===== config.mk =====
export PLATFORM = sky130hd
export DESIGN_NAME = ret_addr_stack
export DESIGN_NICKNAME = d
export VERILOG_FILES = /design/src/rtl/ret_addr_stack.sv
export SDC_FILE = /design/constraint.sdc
export NUM_CORES = 1
export LEC_CHECK = 0
export CAP_MARGIN = 20
export CORE_MARGIN = 3
export CORE_UTILIZATION = 60
export DETAILED_ROUTE_END_ITERATION = 10
export MAX_ROUTING_LAYER = met4
export PLACE_DENSITY = 0.82
export SYNTH_ARGS = -nofsm -noshare
export SYNTH_HDL_FRONTEND = slang
export SYNTH_SLANG_ARGS = --single-unit
export TNS_END_PERCENT = 100

===== constraint.sdc =====
create_clock -name clk -period 8.4 [get_ports clk]
set_input_delay 0.84 -clock clk [delete_from_list [all_inputs] [get_ports clk]]
set_output_delay 0.84 -clock clk [all_outputs]
set_load 0.01 [all_outputs]

===== src/rtl/ret_addr_stack.sv =====
// Return-address stack: circular buffer with top pointer and count. Top/flags are combinational from state (zero latency).
// No backpressure: a push while full overwrites the oldest entry (OVF_MODE=0) or is dropped (OVF_MODE=1); misuse raises sticky flags.
module ret_addr_stack #(
    parameter int ADDR_W   = 16,
    parameter int DEPTH    = 8,
    parameter int OVF_MODE = 0
) (
    input  logic                         clk,
    input  logic                         rst,
    input  logic                         push,
    input  logic [ADDR_W-1:0]            push_addr,
    input  logic                         push_int,
    input  logic                         pop,
    input  logic                         flush,
    input  logic                         err_clr,
    output logic [ADDR_W-1:0]            top_addr,
    output logic                         top_int,
    output logic                         empty,
    output logic                         full,
    output logic [$clog2(DEPTH+1)-1:0]   count,
    output logic                         overflow,
    output logic                         underflow
);
    localparam int PW = $clog2(DEPTH);
    localparam int CW = $clog2(DEPTH+1);

    logic [ADDR_W:0] mem [DEPTH];
    logic [PW-1:0]   ptr;
    logic [PW-1:0]   ptr_inc;
    logic [PW-1:0]   ptr_nxt;
    logic [PW-1:0]   wr_idx;
    logic [CW-1:0]   cnt;
    logic [CW-1:0]   cnt_nxt;
    logic            wr_en;
    logic            ovf_set;
    logic            unf_set;

    assign empty    = (cnt == '0);
    assign full     = (cnt == CW'(DEPTH));
    assign count    = cnt;
    assign top_addr = empty ? '0 : mem[ptr][ADDR_W-1:0];
    assign top_int  = empty ? 1'b0 : mem[ptr][ADDR_W];
    assign ptr_inc  = ptr + 1'b1;

    always_comb begin
        wr_en   = 1'b0;
        wr_idx  = ptr;
        ptr_nxt = ptr;
        cnt_nxt = cnt;
        ovf_set = 1'b0;
        unf_set = 1'b0;
        if (flush) begin
            ptr_nxt = '0;
            cnt_nxt = '0;
        end else if (push && pop) begin
            wr_en = 1'b1;
            if (empty) begin
                // Nothing to return, but the new entry is still kept.
                wr_idx  = ptr_inc;
                ptr_nxt = ptr_inc;
                cnt_nxt = CW'(1);
                unf_set = 1'b1;
            end
        end else if (push) begin
            if (!full || OVF_MODE == 0) begin
                wr_en   = 1'b1;
                wr_idx  = ptr_inc;
                ptr_nxt = ptr_inc;
            end
            if (full) ovf_set = 1'b1;
            else      cnt_nxt = cnt + 1'b1;
        end else if (pop) begin
            if (empty) begin
                unf_set = 1'b1;
            end else begin
                ptr_nxt = ptr - 1'b1;
                cnt_nxt = cnt - 1'b1;
            end
        end
    end

    always_ff @(posedge clk or posedge rst) begin
        if (rst) begin
            ptr       <= '0;
            cnt       <= '0;
            overflow  <= 1'b0;
            underflow <= 1'b0;
        end else begin
            ptr       <= ptr_nxt;
            cnt       <= cnt_nxt;
            // A set event in the same cycle as err_clr keeps the flag high.
            overflow  <= ovf_set | (overflow  & ~err_clr);
            underflow <= unf_set | (underflow & ~err_clr);
        end
    end

    // Entry contents are never exposed while empty, so they carry no reset.
    always_ff @(posedge clk) begin
        if (wr_en) mem[wr_idx] <= {push_int, push_addr};
    end
endmodule


# Word level (Yosys, flattened, before mapping)
# Memory sizes are Yosys's and may differ from the RTL's.
# Cells that the tools add are included.
# word_totals
register_bits,9
latchBits,0
mem_bits_rw,136
romBits,0
input_bits,23
out_inout_bits,25
wordCells,55
mem_count,1
# mem_list
name,depth,width,rd,rd_clocked_by_memory_dff,write_ports,line_no,rtl
mem,8,17,1,0,1,27,logic [ADDR_W:0] mem [DEPTH];
# op_classes
n_addsub,4
multipliers,0
n_div,0
order_cmp,0
eq_ne,4
shift,0
n_mux,32
bitwise_logic,5
reduce_logical,5
# op_table
op,n
two-way mux 4 bit,7
two-way mux 3 bit,9
two-way mux 16 bit,1
two-way mux 1 bit,15
inequality test 4 x 3 -> 1 bit (second input constant),2
adder 4 x 1 -> 4 bit (second input constant),1
== test 4 bit (second input constant),1
zero test 4 bit,1
AND reduction 4 bit,1
nonzero test 4 bit,1
subtractor 4 x 1 -> 4 bit (second input constant),1
adder 3 x 1 -> 3 bit (second input constant),1
inequality test 3 bit (second input constant),1
subtractor 3 x 1 -> 3 bit (second input constant),1
bitwise AND 1 bit,2
bitwise OR 1 bit,2
AND reduction 2 bit,1
logical AND 1 bit,1
inverter 1 bit,1

# Logic depth before layout (Yosys ltp)
# Gate-level depths: netlist (run 1).
# depth
word_depth,7
ltp_mapped,8
mapped_depth_nobuf,6

# Worst setup path before layout (run 1)
# OpenSTA, ideal clock, no wires.
# synth_timing
kind,input to register
start,input push
end,memory mem[7][0] in the netlist's numbering (enable)
setup_time_ns,0.393
t_arrival_ns,2.820
t_required_ns,8.007
path_slack_ns,5.187
stages,7
path_buffers,2
path_cell_list,clkbuf_1 > clkbuf_1 > inv_1 > ha_1 > o21ai_0 > a21o_1 > nor2b_1
# synth_between
elab_chain_len,5
word_cells_on_any_way,9
cone_classes,mux: 8; reduce/logical: 1
# synth_lines
element,line_no,rtl
"start, declared",10,"input logic push,"
two-way mux 1 bit / logical AND 1 bit (equally long branches),"64, 55",
two-way mux 1 bit,55,end else if (push && pop) begin
two-way mux 1 bit,52,if (flush) begin
two-way mux 1 bit,99,"if (wr_en) mem[wr_idx] <= {push_int, push_addr};"
two-way mux 1 bit (not written as such),99,
"end, declared",27,
# Several ways; a longest one is shown, not always the timed one.

# Worst setup path after layout (run 1)
# layout_timing
start,register ptr[0]
end,output top_addr[10]
# layout_between
elab_chain_len,2
# layout_lines
element,line_no,rtl
"start, declared",28,logic [PW-1:0] ptr;
"start signal, assigned",89,ptr <= ptr_nxt;
memory read (8 x 17 bit),-,
two-way mux 16 bit,41,assign top_addr = empty ? '0 : mem[ptr][ADDR_W-1:0];
"end, declared",16,"output logic [ADDR_W-1:0] top_addr,"
# No other way between the ends.

==> run summary, run 1 <==
status = complete, no violations
r2r setup slk = 4.76 ns
grt ovf = 0
Slew Limit Fails = 0
synth cell count leaders = 136 x edfxtp_1, 35 x mux4_2, 33 x nor2_1, 19 x mux2i_1, 10 x clkbuf_1
Core Rows = 36
io pins = 48
full die area = 11390 um^2
slowest stage delay, CP = 0.60 ns
clock buffer depth = 2
clock sink count = 145
Slew @ Worst Pin = 0.9049 ns
ANT cells = 0
# fillers = 586
Hold Crit Class = flop to flop
cts hold-fix bufs = 0
vias per cell = 6.255
Pleak = 0.002365 uW
worst-path maximum fanout = 38
multiplexer share of the synthesized area = 16.07%
Top delay family on crit path = buffers and inverters
Net Count, Synth = 365
CTS tree = yes
detailed-route wire length = 12.81 mm
proportion of layout cells with a drive suffix above 1 = 17.82%
Peak Freq = 271.3 MHz
main combinational cell family by area after synthesis = multiplexers
Synth Flop Type = edfxtp_1
1st-iter DRT viols = 403
Mean Syn Cell Area = 18.17 um^2
GPL Wtd Cong = 0.8032
FFs w/ async S/R, synth = 6.207%
Worst Setup Start Kind = flop
Distinct cells, synth = 41
dominant cells by area after synthesis = edfxtp_1 67%, mux4_2 13%, dfrtp_1 3.7%
post-synthesis cell area = 6088 um^2
area of the multi-input gates = 1662 um^2
Post-Synth Simple-Gate Area = 5.384%
Max IR drop VDD = 0.2003 mV
Worst Path Required = 7.56 ns
fin nets = 422
Syn Inst Count = 335
Worst EP arrival = 2.85 ns
Critical Path Sink Type = output pin
# setup viols final = 0
first-pass GRT wire length = 20.11 mm
Synth Warn # = 0
Pre-antenna DRT Iters = 6
Post-synth EDFFs = 136
WHS = 0.5144 ns
Final Cycle Share = 43.87%
busiest layer in global routing = met2
Setup Crit Path Kind = flop to output pin
PwrDens = 259.4 nW/um^2
RSZ-0062 raised after global routing = false
Setup TNS Final = 0 ns
post-synthesis compound-gate area fraction = 3.555%
crit path cell chain = buf_4, mux4_2, mux2i_1, nor2_1, clkdlybuf4s50_1
routed wire length per instance = 23.85 um
Final Hold Viols = 0
slowest cell on the critical path = mux4_2
post-synthesis sequential area ratio = 70.78%
initial antenna violation count = 0
DRC viols = 0
Core Area = 9819 um^2
Yosys reg bits = 145
Setup Buffers After CTS = 0
post-route ant nets = 0
XOR/XNOR Fraction of Synth Area = 0.5754%
Max-Cap Viols = 0
cell with the most instances after synthesis = edfxtp_1
I/O Buffers = 47
Post-CTS Resized = 0
met2 global-route usage = 39.84%
Die Width = 106.7 um
number of global-route vias before repair = 3453
CTS Root Cell = clkbuf_8
depth of the CTS H-tree = 4
dpl hpwl = 7.676 mm
largest net degree at the start of global routing = 41
M1 GR Usage = 32.19%
Yosys top cell by area = edfxtp_1
post-layout min period = 3.685 ns
clk_skew = 0.006448 ns
Die H = 106.7 um
Vias = 3359
Max transition margin = 39.02%
clock-pin slew on the worst setup and hold paths = 0.06 ns
CTS Buf Count = 17
met3 GRT Util = 6.020%
Initial Util = 62.00%
FF+latch area = 4310 um^2
Worst-Skew Late Latency = 0.52 ns
Synth top area share = 67.08%
Area Growth Syn to Fin = 19.42%
worst path bufs/invs = 2
Total Routing Usage GR = 25.20%
adder-cell share of the synthesized area = 1.562%
-- layout make-up --
type | count | share of cell area [%]
well taps | 133 | 2.289
repair buffers | 58 | 7.606
multi-input cells | 162 | 22.85
flip-flops and latches | 145 | 59.28
inverters | 8 | 0.4130
clock buffers | 23 | 6.006
clock inverters | 8 | 1.549
-- registers in the layout, summed over array words and instances (netlist names) --
register,flops
count,4
mem,136
overflow,1
ptr,3
underflow,1
-- report_power, final --
part	switching, uW	internal (uW)
Sequential	19.0	821
Combinational	174	164
Clock	260	447
Total	453	1430
-- layout by cell type, fill, tap and decap left out, drive strengths merged, types with 2 or more instances in the layout --
cell	n
edfxtp	136
clkdlybuf4s50	47
mux4	35
nor2	33
clkbuf	23
mux2i	19
buf	11
dfrtp	9
o21ai	8
inv	8
a211oi	7
ha	6
nand2b	5
nand2	5
nor2b	5
clkinv	5
a21oi	4
a31oi	3
nand3	3
nor3	3
xnor2	3
bufinv	3
or3	2
a21o	2
nor4b	2
nor4	2
-- kinds of logic after synthesis --
group / Yosys count
fa+ha+maj: 7
simple gates: 66
flops: 145
xor+xnor: 4
mux: 54
compound gates: 31
buf+inv: 28
-- through the flow --
step                total power [uW]  worst slack, ns  cells  cell area (um^2)  utilization [%]
floorplan                       1053            5.187    335              6088                -
CTS                             1895            4.686    537              7271            74.04
global placement                1181            4.633    506              6721            68.45
finish                          1886            4.715    537              7271            74.04
detailed placement              1189            4.519    506              6721            68.45
global route                    1956            4.450    537              7271            74.04
-- metal layers --
layer	vias to the layer above	share of wire (%)
li1	1460	-
met1	1699	39
met2	173	52
met3	27	6.6
met4	0	2.4
met5	-	0
-- worst paths after layout --
kind / start / endpoint / cells after the start
min in group asynchronous: rst / count[0] / 2
worst max register to register: ptr[0] / mem[3][15] / 8
worst max-delay path: ptr[0] / top_addr[10] / 5
max in group asynchronous: rst / ptr[0] / 2
worst min register to register: overflow / overflow / 1
worst min-delay path: overflow / overflow / 1
Note: power is estimated with default switching activity, not from simulation.
==> run 2: changes to the inputs <==
CORE_UTILIZATION = 58   (was 60)
PLACE_DENSITY = 0.79   (was 0.82)
clock period = 3.8 ns   (was 8.4 ns; I/O delays follow)
==> run 2 against run 1 <==
  * First-iteration DRC count shrank 21%
  * Worst setup slack lost 4.3 ns
  * Critical path type unchanged
  * Sequential power grew 120%
  * Combinational power grew 120%
  * Largest cell class unchanged
==> run summary, run 2 (same netlist as run 1, synthesis figures left out) <==
Max IR drop VDD = 0.3493 mV (+74%)
CTS tree = yes
post-layout min period = 3.407 ns
commonest cells after routing, fill and taps aside = 136 x edfxtp_1, 47 x clkdlybuf4s50_1, 35 x mux4_2, 33 x nor2_1, 19 x mux2i_1
PwrDens = 563.2 nW/um^2 (+120%)
Final Cycle Share = 89.65%
largest net degree at the start of global routing = 29 (-29%)
fin nets = 431 (+2.1%)
Top delay family on crit path = buffers and inverters
Worst Path Required = 3.42 ns (-4.14 ns)
# setup viols final = 0 (unchanged)
Die Width = 108.5 um (+1.6%)
initial antenna violation count = 0 (unchanged)
worst-path maximum fanout = 22 (-42%)
clock sink count = 145 (unchanged)
Worst Setup Start Kind = flop
Core Rows = 36 (unchanged)
Pre-antenna DRT Iters = 5 (-1)
slowest cell on the critical path = dfrtp_1
Area Growth Syn to Fin = 20.96%
Core Area = 10000 um^2 (+1.8%)
most common cell after layout, fill and taps aside = edfxtp_1
Post-Place Cells = 515 (+1.8%)
dpl hpwl = 7.627 mm (-0.65%)
clock-pin slew on the worst setup and hold paths = 0.06 ns (about the same)
max FFs per register = 136 (unchanged)
Setup Buffers After CTS = 0 (unchanged)
grt ovf = 0 (unchanged)
R2R depth = 7 (-1)
Peak Freq = 293.5 MHz
detailed-route wire length = 12.98 mm (+1.4%)
cts hold-fix bufs = 0 (unchanged)
status = complete, no violations
Non-Filler Instances = 547 (+1.9%)
first-pass GRT wire length = 20.18 mm (+0.34%)
Worst-Skew Late Latency = 0.53 ns (about the same)
Total Routing Usage GR = 25.30% (+0.11 points)
Max-Cap Viols = 0 (unchanged)
largest register by flop count = mem
io pins = 48 (unchanged)
design area = 7365 um^2 (+1.3%)
Initial Util = 60.89% (-1.1 points)
routed wire length per instance = 23.74 um (-0.48%)
Critical Path Sink Type = output pin
Worst EP arrival = 3.03 ns (+0.18 ns)
Hold Crit Class = input pin to async pin
number of global-route vias before repair = 3538 (+2.5%)
full die area = 11760 um^2 (+3.2%)
Pleak = 0.002410 uW (+1.9%)
Die H = 108.5 um (+1.6%)
slowest stage delay, CP = 0.84 ns (+0.24 ns)
ANT cells = 0 (unchanged)
Max transition margin = 35.60% (-3.4 points)
I/O Buffers = 47 (unchanged)
CP Depth = 5 (unchanged)
proportion of layout cells with a drive suffix above 1 = 21.01% (+3.2 points)
clock buffer depth = 2 (unchanged)
Setup TNS Final = 0 ns (unchanged)
Post-DP Area = 6814 um^2 (+1.4%)
DRC viols = 0 (unchanged)
worst path bufs/invs = 2 (unchanged)
vias per cell = 6.239 (-0.25%)
GPL Wtd Cong = 0.7949 (-1.0%)
post-route ant nets = 0 (unchanged)
CTS Root Cell = clkbuf_8
Setup Crit Path Kind = flop to output pin
1st-iter DRT viols = 319 (-21%)
Slew Limit Fails = 0 (unchanged)
RSZ-0062 raised after global routing = false
clk_skew = 0.007187 ns (+0.0007394 ns)
Vias = 3413 (+1.6%)
Post-CTS Resized = 0 (unchanged)
crit path cell chain = buf_4, mux4_2, mux2i_1, nor2_1, clkdlybuf4s50_1
# fillers = 589 (+0.51%)
depth of the CTS H-tree = 4 (unchanged)
Final Hold Viols = 0 (unchanged)
CTS Buf Count = 17 (unchanged)
Slew @ Worst Pin = 0.9555 ns (+0.05061 ns)
[run 2: area by class of cell]
cell class / count / area (um^2) / share of cell area [%]
clock buffers: 18 / 417.9 / 5.674
clock inverters: 14 / 132.6 / 1.801
inverters: 8 / 30.03 / 0.4077
multi-input cells: 162 / 1662 / 22.56
flip-flops and latches: 145 / 4310 / 58.53
well taps: 133 / 166.4 / 2.260
repair buffers: 67 / 645.6 / 8.767
[run 2: layer usage]
metal	global-route usage, %	wire [um]
met5	-	0
met4	9.919	287
met2	39.81	6813
met1	31.88	5039
met3	6.687	843
[run 2: worst reg2reg max path: cells and delay by family (launching register included)]
kind	cells	cell delay, ns
AND/OR/NAND/NOR	4	0.85
flip-flops	1	0.84
buffers and inverters	2	0.43
adder cells (fa/ha/maj)	1	0.41
[run 2: path summary, 6_finish.rpt]
kind,from,endpoint,slack [ns]
worst max-delay path,ptr[1],top_addr[9],0.39
worst min-delay path,rst,count[1],0.13
worst max register to register,ptr[1],mem[7][2],0.96
worst min register to register,underflow,underflow,0.53
max in group asynchronous,rst,ptr[0],3.37
min in group clk,err_clr,underflow,0.47
[run 2: power by group]
group          internal (uW)  total, uW  switching [uW]
Sequential              1810       1870            59.9
Clock                    876       1530             652
Combinational            374        746             372
Total                   3060       4150            1080
[run 2: metrics by stage]
step	power, uW	setup WS [ns]	hold slack, ns	utilization, %
floorplan	2327	0.6711	0.2079	-
global placement	2625	0.8381	0.4929	68.14
detailed placement	2644	0.8063	0.5200	68.14
CTS	4167	0.3655	0.1371	73.65
global route	4296	0.2884	0.1344	73.65
finish	4148	0.3933	0.1329	73.65
==> run 3: changes to the inputs <==
SKIP_CTS_REPAIR_TIMING = 1   (was unset)
==> results of run 3 <==
No change in the layout: final DEF, timing and power equal those of run 2.
